<file path="src/rtl/trap_sequencer.sv">
// Machine-mode trap entry / MRET sequencer: prioritises trap sources, issues CSR writes one per cycle, then redirects fetch.
// Optional feature macro: TRAP_SEQ_VECTORED_EN (vectored interrupt targets when mtvec.MODE == 01).
module trap_sequencer #(
  parameter int XLEN = 64
) (
  input  logic            CLK,
  input  logic            RESET,
  input  logic            WB_V,
  input  logic [XLEN-1:0] WB_PC,
  input  logic [31:0]     WB_IR,
  input  logic            WB_ECALL,
  input  logic            WB_MRET,
  input  logic            F_IAM,
  input  logic            F_IAF,
  input  logic            F_II,
  input  logic            MEM_LAM,
  input  logic            MEM_LAF,
  input  logic            MEM_SAM,
  input  logic            MEM_SAF,
  input  logic [XLEN-1:0] MEM_ADDR,
  input  logic            TIMER,
  input  logic            EXTERNAL,
  input  logic            PRIVILEGE,
  input  logic [XLEN-1:0] CSR_MSTATUS,
  input  logic [XLEN-1:0] CSR_MIE,
  input  logic [XLEN-1:0] CSR_MTVEC,
  input  logic [XLEN-1:0] CSR_MEPC,
  output logic            TS_KILL,
  output logic            TS_STALL,
  output logic            TS_FLUSH,
  output logic            TS_CSR_WE,
  output logic [11:0]     TS_CSR_ADDR,
  output logic [XLEN-1:0] TS_CSR_WDATA,
  output logic            TS_PC_MUX,
  output logic [XLEN-1:0] TS_TARGET,
  output logic [XLEN-1:0] TS_CAUSE
);

  typedef enum logic [2:0] {
    IDLE, W_EPC, W_CAUSE, W_TVAL, W_STATUS, R_STATUS, REDIRECT
  } state_e;

  localparam logic [XLEN-1:0] INT_BIT = {1'b1, {(XLEN-1){1'b0}}};

  state_e          state_q, state_d;
  logic [XLEN-1:0] pc_q, pc_d;
  logic [XLEN-1:0] cause_q, cause_d;
  logic [XLEN-1:0] tval_q, tval_d;
  logic            priv_q, priv_d;
  logic            is_mret_q, is_mret_d;

  logic            int_en;
  logic            trap_hit;
  logic [XLEN-1:0] trap_cause;
  logic [XLEN-1:0] trap_tval;
  logic            accept_trap;
  logic            accept_mret;
  logic [XLEN-1:0] mstatus_trap;
  logic [XLEN-1:0] mstatus_mret;
  logic [XLEN-1:0] trap_base;
  logic [XLEN-1:0] trap_target;

  assign int_en = CSR_MSTATUS[3] | ~PRIVILEGE;

  // NOTE: every output of a combinational block gets a default first, so no path leaves it unassigned and no latch is inferred.
  always_comb begin
    trap_hit   = 1'b1;
    trap_cause = '0;
    trap_tval  = '0;
    if (EXTERNAL && CSR_MIE[11] && int_en) begin
      trap_cause = INT_BIT | XLEN'(11);
    end else if (TIMER && CSR_MIE[7] && int_en) begin
      trap_cause = INT_BIT | XLEN'(7);
    end else if (F_IAF) begin
      trap_cause = XLEN'(1);
      trap_tval  = WB_PC;
    end else if (F_II) begin
      trap_cause = XLEN'(2);
      trap_tval  = {{(XLEN-32){1'b0}}, WB_IR};
    end else if (F_IAM) begin
      trap_cause = XLEN'(0);
      trap_tval  = WB_PC;
    end else if (WB_ECALL) begin
      trap_cause = PRIVILEGE ? XLEN'(11) : XLEN'(8);
    end else if (MEM_SAM) begin
      trap_cause = XLEN'(6);
      trap_tval  = MEM_ADDR;
    end else if (MEM_LAM) begin
      trap_cause = XLEN'(4);
      trap_tval  = MEM_ADDR;
    end else if (MEM_SAF) begin
      trap_cause = XLEN'(7);
      trap_tval  = MEM_ADDR;
    end else if (MEM_LAF) begin
      trap_cause = XLEN'(5);
      trap_tval  = MEM_ADDR;
    end else begin
      trap_hit = 1'b0;
    end
  end

  assign accept_trap = (state_q == IDLE) && WB_V && trap_hit;
  assign accept_mret = (state_q == IDLE) && WB_V && WB_MRET && !trap_hit;
  assign TS_KILL     = !RESET && (accept_trap || accept_mret);

  always_comb begin
    mstatus_trap        = CSR_MSTATUS;
    mstatus_trap[7]     = CSR_MSTATUS[3];
    mstatus_trap[3]     = 1'b0;
    mstatus_trap[12:11] = {2{priv_q}};
    mstatus_mret        = CSR_MSTATUS;
    mstatus_mret[3]     = CSR_MSTATUS[7];
    mstatus_mret[7]     = 1'b1;
    mstatus_mret[12:11] = 2'b00;
  end

  assign trap_base = {CSR_MTVEC[XLEN-1:2], 2'b00};

`ifdef TRAP_SEQ_VECTORED_EN
  // Only interrupts are vectored; exceptions always land on the base.
  assign trap_target = (CSR_MTVEC[1:0] == 2'b01 && cause_q[XLEN-1])
                     ? trap_base + XLEN'({cause_q[5:0], 2'b00})
                     : trap_base;
`else
  assign trap_target = trap_base;
`endif

  always_comb begin
    state_d      = state_q;
    pc_d         = pc_q;
    cause_d      = cause_q;
    tval_d       = tval_q;
    priv_d       = priv_q;
    is_mret_d    = is_mret_q;
    TS_FLUSH     = 1'b0;
    TS_CSR_WE    = 1'b0;
    TS_CSR_ADDR  = 12'h000;
    TS_CSR_WDATA = '0;
    TS_PC_MUX    = 1'b0;
    TS_TARGET    = '0;
    unique case (state_q)
      IDLE: begin
        if (accept_trap) begin
          pc_d      = WB_PC;
          cause_d   = trap_cause;
          tval_d    = trap_tval;
          priv_d    = PRIVILEGE;
          is_mret_d = 1'b0;
          state_d   = W_EPC;
        end else if (accept_mret) begin
          is_mret_d = 1'b1;
          state_d   = R_STATUS;
        end
      end
      W_EPC: begin
        TS_CSR_WE    = 1'b1;
        TS_CSR_ADDR  = 12'h341;
        TS_CSR_WDATA = pc_q;
        state_d      = W_CAUSE;
      end
      W_CAUSE: begin
        TS_CSR_WE    = 1'b1;
        TS_CSR_ADDR  = 12'h342;
        TS_CSR_WDATA = cause_q;
        state_d      = W_TVAL;
      end
      W_TVAL: begin
        TS_CSR_WE    = 1'b1;
        TS_CSR_ADDR  = 12'h343;
        TS_CSR_WDATA = tval_q;
        state_d      = W_STATUS;
      end
      W_STATUS: begin
        TS_CSR_WE    = 1'b1;
        TS_CSR_ADDR  = 12'h300;
        TS_CSR_WDATA = mstatus_trap;
        state_d      = REDIRECT;
      end
      R_STATUS: begin
        TS_CSR_WE    = 1'b1;
        TS_CSR_ADDR  = 12'h300;
        TS_CSR_WDATA = mstatus_mret;
        state_d      = REDIRECT;
      end
      REDIRECT: begin
        TS_PC_MUX = 1'b1;
        TS_FLUSH  = 1'b1;
        TS_TARGET = is_mret_q ? CSR_MEPC : trap_target;
        state_d   = IDLE;
      end
      default: state_d = IDLE;
    endcase
  end

  assign TS_STALL = (state_q != IDLE);
  assign TS_CAUSE = cause_q;

  // NOTE: state registers use non-blocking assignments so every flop samples pre-edge values regardless of block order.
  always_ff @(posedge CLK or posedge RESET) begin
    if (RESET) begin
      state_q   <= IDLE;
      pc_q      <= '0;
      cause_q   <= '0;
      tval_q    <= '0;
      priv_q    <= 1'b0;
      is_mret_q <= 1'b0;
    end else begin
      state_q   <= state_d;
      pc_q      <= pc_d;
      cause_q   <= cause_d;
      tval_q    <= tval_d;
      priv_q    <= priv_d;
      is_mret_q <= is_mret_d;
    end
  end

endmodule

</file>
<file path="config.mk">
export PLATFORM = sky130hd
export DESIGN_NAME = trap_sequencer
export DESIGN_NICKNAME = d
export VERILOG_FILES = /design/src/rtl/trap_sequencer.sv
export SDC_FILE = /design/constraint.sdc
export NUM_CORES = 1
export LEC_CHECK = 0
export CAP_MARGIN = 5
export CORE_AREA = 2 2 247 249
export CTS_BUF_LIST = sky130_fd_sc_hd__clkbuf_8
export CTS_CLUSTER_SIZE = 24
export DETAILED_ROUTE_END_ITERATION = 10
export DIE_AREA = 0 0 249 251
export GPL_ROUTABILITY_DRIVEN = 0
export GPL_TIMING_DRIVEN = 0
export PLACE_DENSITY_LB_ADDON = 0.1
export SETUP_SLACK_MARGIN = 0.02
export SLEW_MARGIN = 20
export SYNTH_ARGS = -nofsm -noshare
export SYNTH_HDL_FRONTEND = slang
export SYNTH_SLANG_ARGS = --single-unit
</file>
<file path="constraint.sdc">
create_clock -name CLK -period 6.25 [get_ports CLK]
set_input_delay 1.875 -clock CLK [delete_from_list [all_inputs] [get_ports CLK]]
set_output_delay 1.875 -clock CLK [all_outputs]
set_load 0.03 [all_outputs]
</file>
After elaboration in Yosys (flattened, before gate mapping)
Cells that the tools add are included.

Register bits after elaboration: 197. Input bits: 431. Output and inout bits: 209. Word-level logic and storage cells: 76.

Equal/unequal tests: 7. Mux-type cells: 42. Bitwise gates (word level): 2. Reduce and logical (&&, ||, !) cells: 19.

Operators by type and width (number): two-way mux 64 bit (14); one-hot mux 64 bit (5 select lines) (1); one-hot mux 10 bit (4 select lines) (1); two-way mux 3 bit (6); two-way mux 4 bit (4); one-hot mux 3 bit (5 select lines) (1); two-way mux 1 bit (14); equality test 3 bit, second input constant (3); logical AND 1 bit (9); equality test 3 x 2 -> 1 bit, second input constant (2); OR reduction 5 bit (1); AND reduction 2 bit (2); equality test 3 x 1 -> 1 bit, second input constant (1); zero test 3 bit (1); inequality test 3 bit, second input constant (1); nonzero test 3 bit (1); zero test 1 bit (2); two-way mux 2 bit (1); nonzero test 2 bit (1); OR reduction 2 bit (1); logical OR 1 bit (1); inverter 1 bit (1); bitwise OR 1 bit (1).

Depth between registers and ports, before layout
Word-level depth: 15. Depth in mapped cells: 8. Gate-level depth less buffers: 4.

Least setup slack after synthesis
No wires, ideal clock.

Path kind: input port to output port. Start: input PRIVILEGE. End: output TS_KILL. Data arrival time: 2.974 ns. Required time: 4.375 ns. Slack: 1.401 ns. Stages: 4. Path buffers: 0. Cells stage by stage: nor2b_1 o211ai_2 nor2_1 nor3_1.

Word-level cells in the longest chain between the ends: 9. Elaborated cells on any way between the ends: 11. Those cells by class: mux: 2; bitwise: 2; reduce/logical: 7.

Ends and longest elaborated chain: start: declaration (RTL line 23) `input logic PRIVILEGE,`; inverter 1 bit (*) (RTL line 63) `assign int_en = CSR_MSTATUS[3] | ~PRIVILEGE;`; bitwise OR 1 bit (*) (RTL line 63); logical AND 1 bit (RTL line 72) `end else if (TIMER && CSR_MIE[7] && int_en) begin`; two-way mux 1 bit (RTL line 72); two-way mux 1 bit (*) (RTL line 70) `if (EXTERNAL && CSR_MIE[11] && int_en) begin`; zero test 1 bit (RTL line 103) `assign accept_mret = (state_q == IDLE) && WB_V && WB_MRET && !trap_hit;`; logical AND 1 bit (RTL line 103); logical OR 1 bit (*) (RTL line 104) `assign TS_KILL = !RESET && (accept_trap || accept_mret);`; logical AND 1 bit (*) (RTL line 104); end: declaration (RTL line 28) `output logic TS_KILL,`.

Mark *: on every way between the ends. The rest lies on a longest branch, timed or not.

Final worst setup path
Start: input WB_ECALL. End: output TS_KILL.

Word-level cells in the longest chain between the ends: 10. Elaborated cells on any way between the ends: 11. Those cells by class: mux: 6; reduce/logical: 5.

Ends and longest elaborated chain: start: declaration (RTL line 11) `input logic WB_ECALL,`; two-way mux 1 bit (*) (RTL line 83) `end else if (WB_ECALL) begin`; two-way mux 1 bit (*) (RTL line 80) `end else if (F_IAM) begin`; two-way mux 1 bit (*) (RTL line 77) `end else if (F_II) begin`; two-way mux 1 bit (*) (RTL line 74) `end else if (F_IAF) begin`; two-way mux 1 bit (*) (RTL line 72); two-way mux 1 bit (*) (RTL line 70); zero test 1 bit (RTL line 103); logical AND 1 bit (RTL line 103); logical OR 1 bit (*) (RTL line 104); logical AND 1 bit (*) (RTL line 104).

Marks and branches as above.

==> impl_results.md <==
- CTS Root Cell: clkbuf_8
- Layout cells sized above 1: 12.98%
- Total Neg Setup Slack: 0 ns
- Via density: 4.181
- GR Overflow Total: 0
- Clock skew: ~0.015 ns
- Critical Path End Type: primary output
- RSZ-0062 raised after global routing: no
- Sequential-to-total area share from yosys stat: between 30% and 40%
- Final Net Count: around 2,000
- Maximum clock path buffer count: 2
- Worst ir drop on vdd: approximately 0.00015 V
- Row cnt: 90
- Vias: 9,771
- Pin count of the biggest net entering global routing: 78
- TritonCTS buffer count: 17
- Area Overhead vs Synth: 74.82%
- Fin. max-slew vios: 0
- Yosys top cell area share: between 30% and 40%
- Seq cells post-synth: between 100 and 150
- IO Port Bufs: a little over 500
- Final worst-path cycle share: about 95%
- Mean area per synthesized cell: roughly 9.6 µm²
- Reg2reg start: state_q[1]
- Slew HR: a little under a third
- Pwr dens: between 400 and 500 nW/µm²
- CP Launch Point: WB_ECALL
- Synth top cells by count: dfrtp_1 (138), a22oi_1 (93), nand2_1 (75)
- Post-DP Area: about 15,000 µm²
- WP data arrival: 4.04 ns
- Total track usage: between 10% and 20%
- FF-to-FF path depth: 6
- Initial antenna violation count: 12
- EDFF count, synth: 0
- Wire length of the first global-routing pass: 76.70 mm
- Final Critical Period: just under 6 ns
- Post-CTS setup buffers: 0
- WP data required: ~4.4 ns
- WL/cell: approximately 23 µm
- DRT Pass-1 Iters: 5
- Distinct cells, synth: 45
- # hold bufs at CTS: 0
- Synth warn: 0
- Worst Path Max Fanout: 7
- Final WL: approximately 54 mm
- Reg clk slew, reported paths: about 0.08 ns
- Final Instance Area: around 16,000 µm²
- Hold crit path type: reg2reg
- Top achievable clock speed: approximately 0.17 GHz
- Top FF cell, synth: dfrtp_1
- Die X: around 250 µm
- CTS Sinks: 138
- Final Core Density: a little over a quarter
- Skew-Pair Late Insertion Delay: between 0.5 and 0.6 ns
- Hold Fails Final Rpt: 0
- CTS HTree Levels: 4
- Die Y: about 250 µm
- Core Footprint: ~60,000 µm²
- Number of gates resized after cts: 0
- Vias in the first global route: 10,429
- Setup Crit Path Kind: in2out
- Die Area: 62,500 µm²
- Effective utilization at floorplan: between 10% and 20%
- Asr flop ratio synth: 100.0%
- Critical Path Start Type: input pin
- Synthesized area: roughly 9100 µm²
- Iter 0 DRT Violations: approximately 500
- Max Cap Viol: 0
- Status: finished clean
- Slew @ Worst Pin: 1.017 ns
- Leakage: between 6 and 7 nW
- DR DRC count: 0
- Synth top area cells: dfrtp_1 (38%), a22oi_1 (7.7%), mux2i_1 (7.1%), mux2_4 (6.6%), buf_4 (5.6%)
- Detailed Place HPWL: between 40 and 50 mm
- Post-synthesis cell count: 946
- Tot Pwr: about 6.4 mW
- TritonCTS clock tree: built
- Endpoints failing setup: 0
- Top cell type by total area after synthesis: dfrtp_1
- Top-Level Pins: 640
- DRT antenna net count: 0
- Hold Path Stages: 1
- Hold_sp: tval_q[56]
- Count leader, synth: dfrtp_1
-- flip-flops by register name (all words and copies together), names as in the netlist --
register	count
TS_CAUSE	5
is_mret_q	1
pc_q	64
priv_q	1
state_q	3
tval_q	64
-- through the flow --
step | hold slack, ns | setup WS (ns) | instances
after floorplan | 0.4507 | 0.6788 | 1011
after global routing | 0.5122 | 0.2316 | 2333
final | 0.4943 | 0.3324 | 2337
after detailed placement | 0.4733 | 0.3187 | 2300
after global placement | 0.4714 | -2.492 | 2299
after CTS | 0.4947 | 0.3189 | 2331
-- cell families (layout without fill, tap and decap cells) --
| family | Yosys count | after routing | share of synthesized area, % |
|---|---|---|---|
| DFF | 138 | 138 | 38.14 |
| AOI/OAI and AO/OA | 308 | 308 | 24.50 |
| and+or+nand+nor | 169 | 169 | 8.125 |
| other | 1 | 72 | 0.04141 |
| buffers and inverters | 196 | 734 | 11.79 |
| muxes | 133 | 133 | 17.31 |
| xor gates and xnor gates | 1 | 1 | 0.09674 |
-- critical path: stages --
cell,delay (ns)
clkdlybuf4s50_1,0.58
nor4_4,0.44
o211ai_2,0.22
nor2_1,0.20
nor3_1,0.07
clkdlybuf4s50_1,0.65
-- power by group --
| group | total [mW] | switching, mW | leakage, nW | internal [mW] |
|---|---|---|---|---|
| clock network | 0.868 | 0.398 | 0.232 | 0.470 |
| logic | 3.97 | 2.29 | 4.27 | 1.68 |
| registers | 1.58 | 0.257 | 1.71 | 1.32 |
-- final cells by class --
cell class | instances | area (µm²)
clock inverters | 10 | 148.9
plain buffers | 158 | 924.6
fillers | 6469 | 43960
repair buffers | 507 | 5092
diodes | 6 | 15.01
multi-input cells | 677 | 4778
clock buffers | 21 | 289.0
well taps | 782 | 978.4
inverters | 38 | 150.1
flip-flops and latches | 138 | 3453
-- final timing paths --
path / end / slack [ns]
hold reg to reg: tval_q[56] / 0.49
setup / recovery: TS_KILL / 0.33
hold / removal: tval_q[56] / 0.49
setup reg to reg: tval_q[32] / 3.80
min in group asynchronous: state_q[0] / 1.85
max in group asynchronous: tval_q[24] / 3.55
-- cells in the final DEF, fill, tap and decap left out, drive strengths merged, types with 2 or more instances in the layout --
cell / count
nor2b: 8
clkinv: 3
clkdlybuf4s50: 506
inv: 40
bufinv: 4
nor4: 3
o21ai: 68
nand3: 2
mux2i: 64
conb: 66
a221oi: 32
a22oi: 93
o22ai: 33
a31oi: 2
buf: 98
o32ai: 33
o2bb2ai: 32
nor2: 70
nor3: 4
a21oi: 6
clkbuf: 82
mux2: 69
diode: 6
dfrtp: 138
and3: 2
nand2: 76
or2: 2
-- layer usage --
metal	GRT usage, %	routed length [µm]	up-vias
met2	27.37	25050	378
met1	21.91	24010	4758
met4	3.481	762	14
met5	0	93	-
li1	-	-	4571
met3	5.726	3956	50
Note: power is estimated with default switching activity, not from simulation.
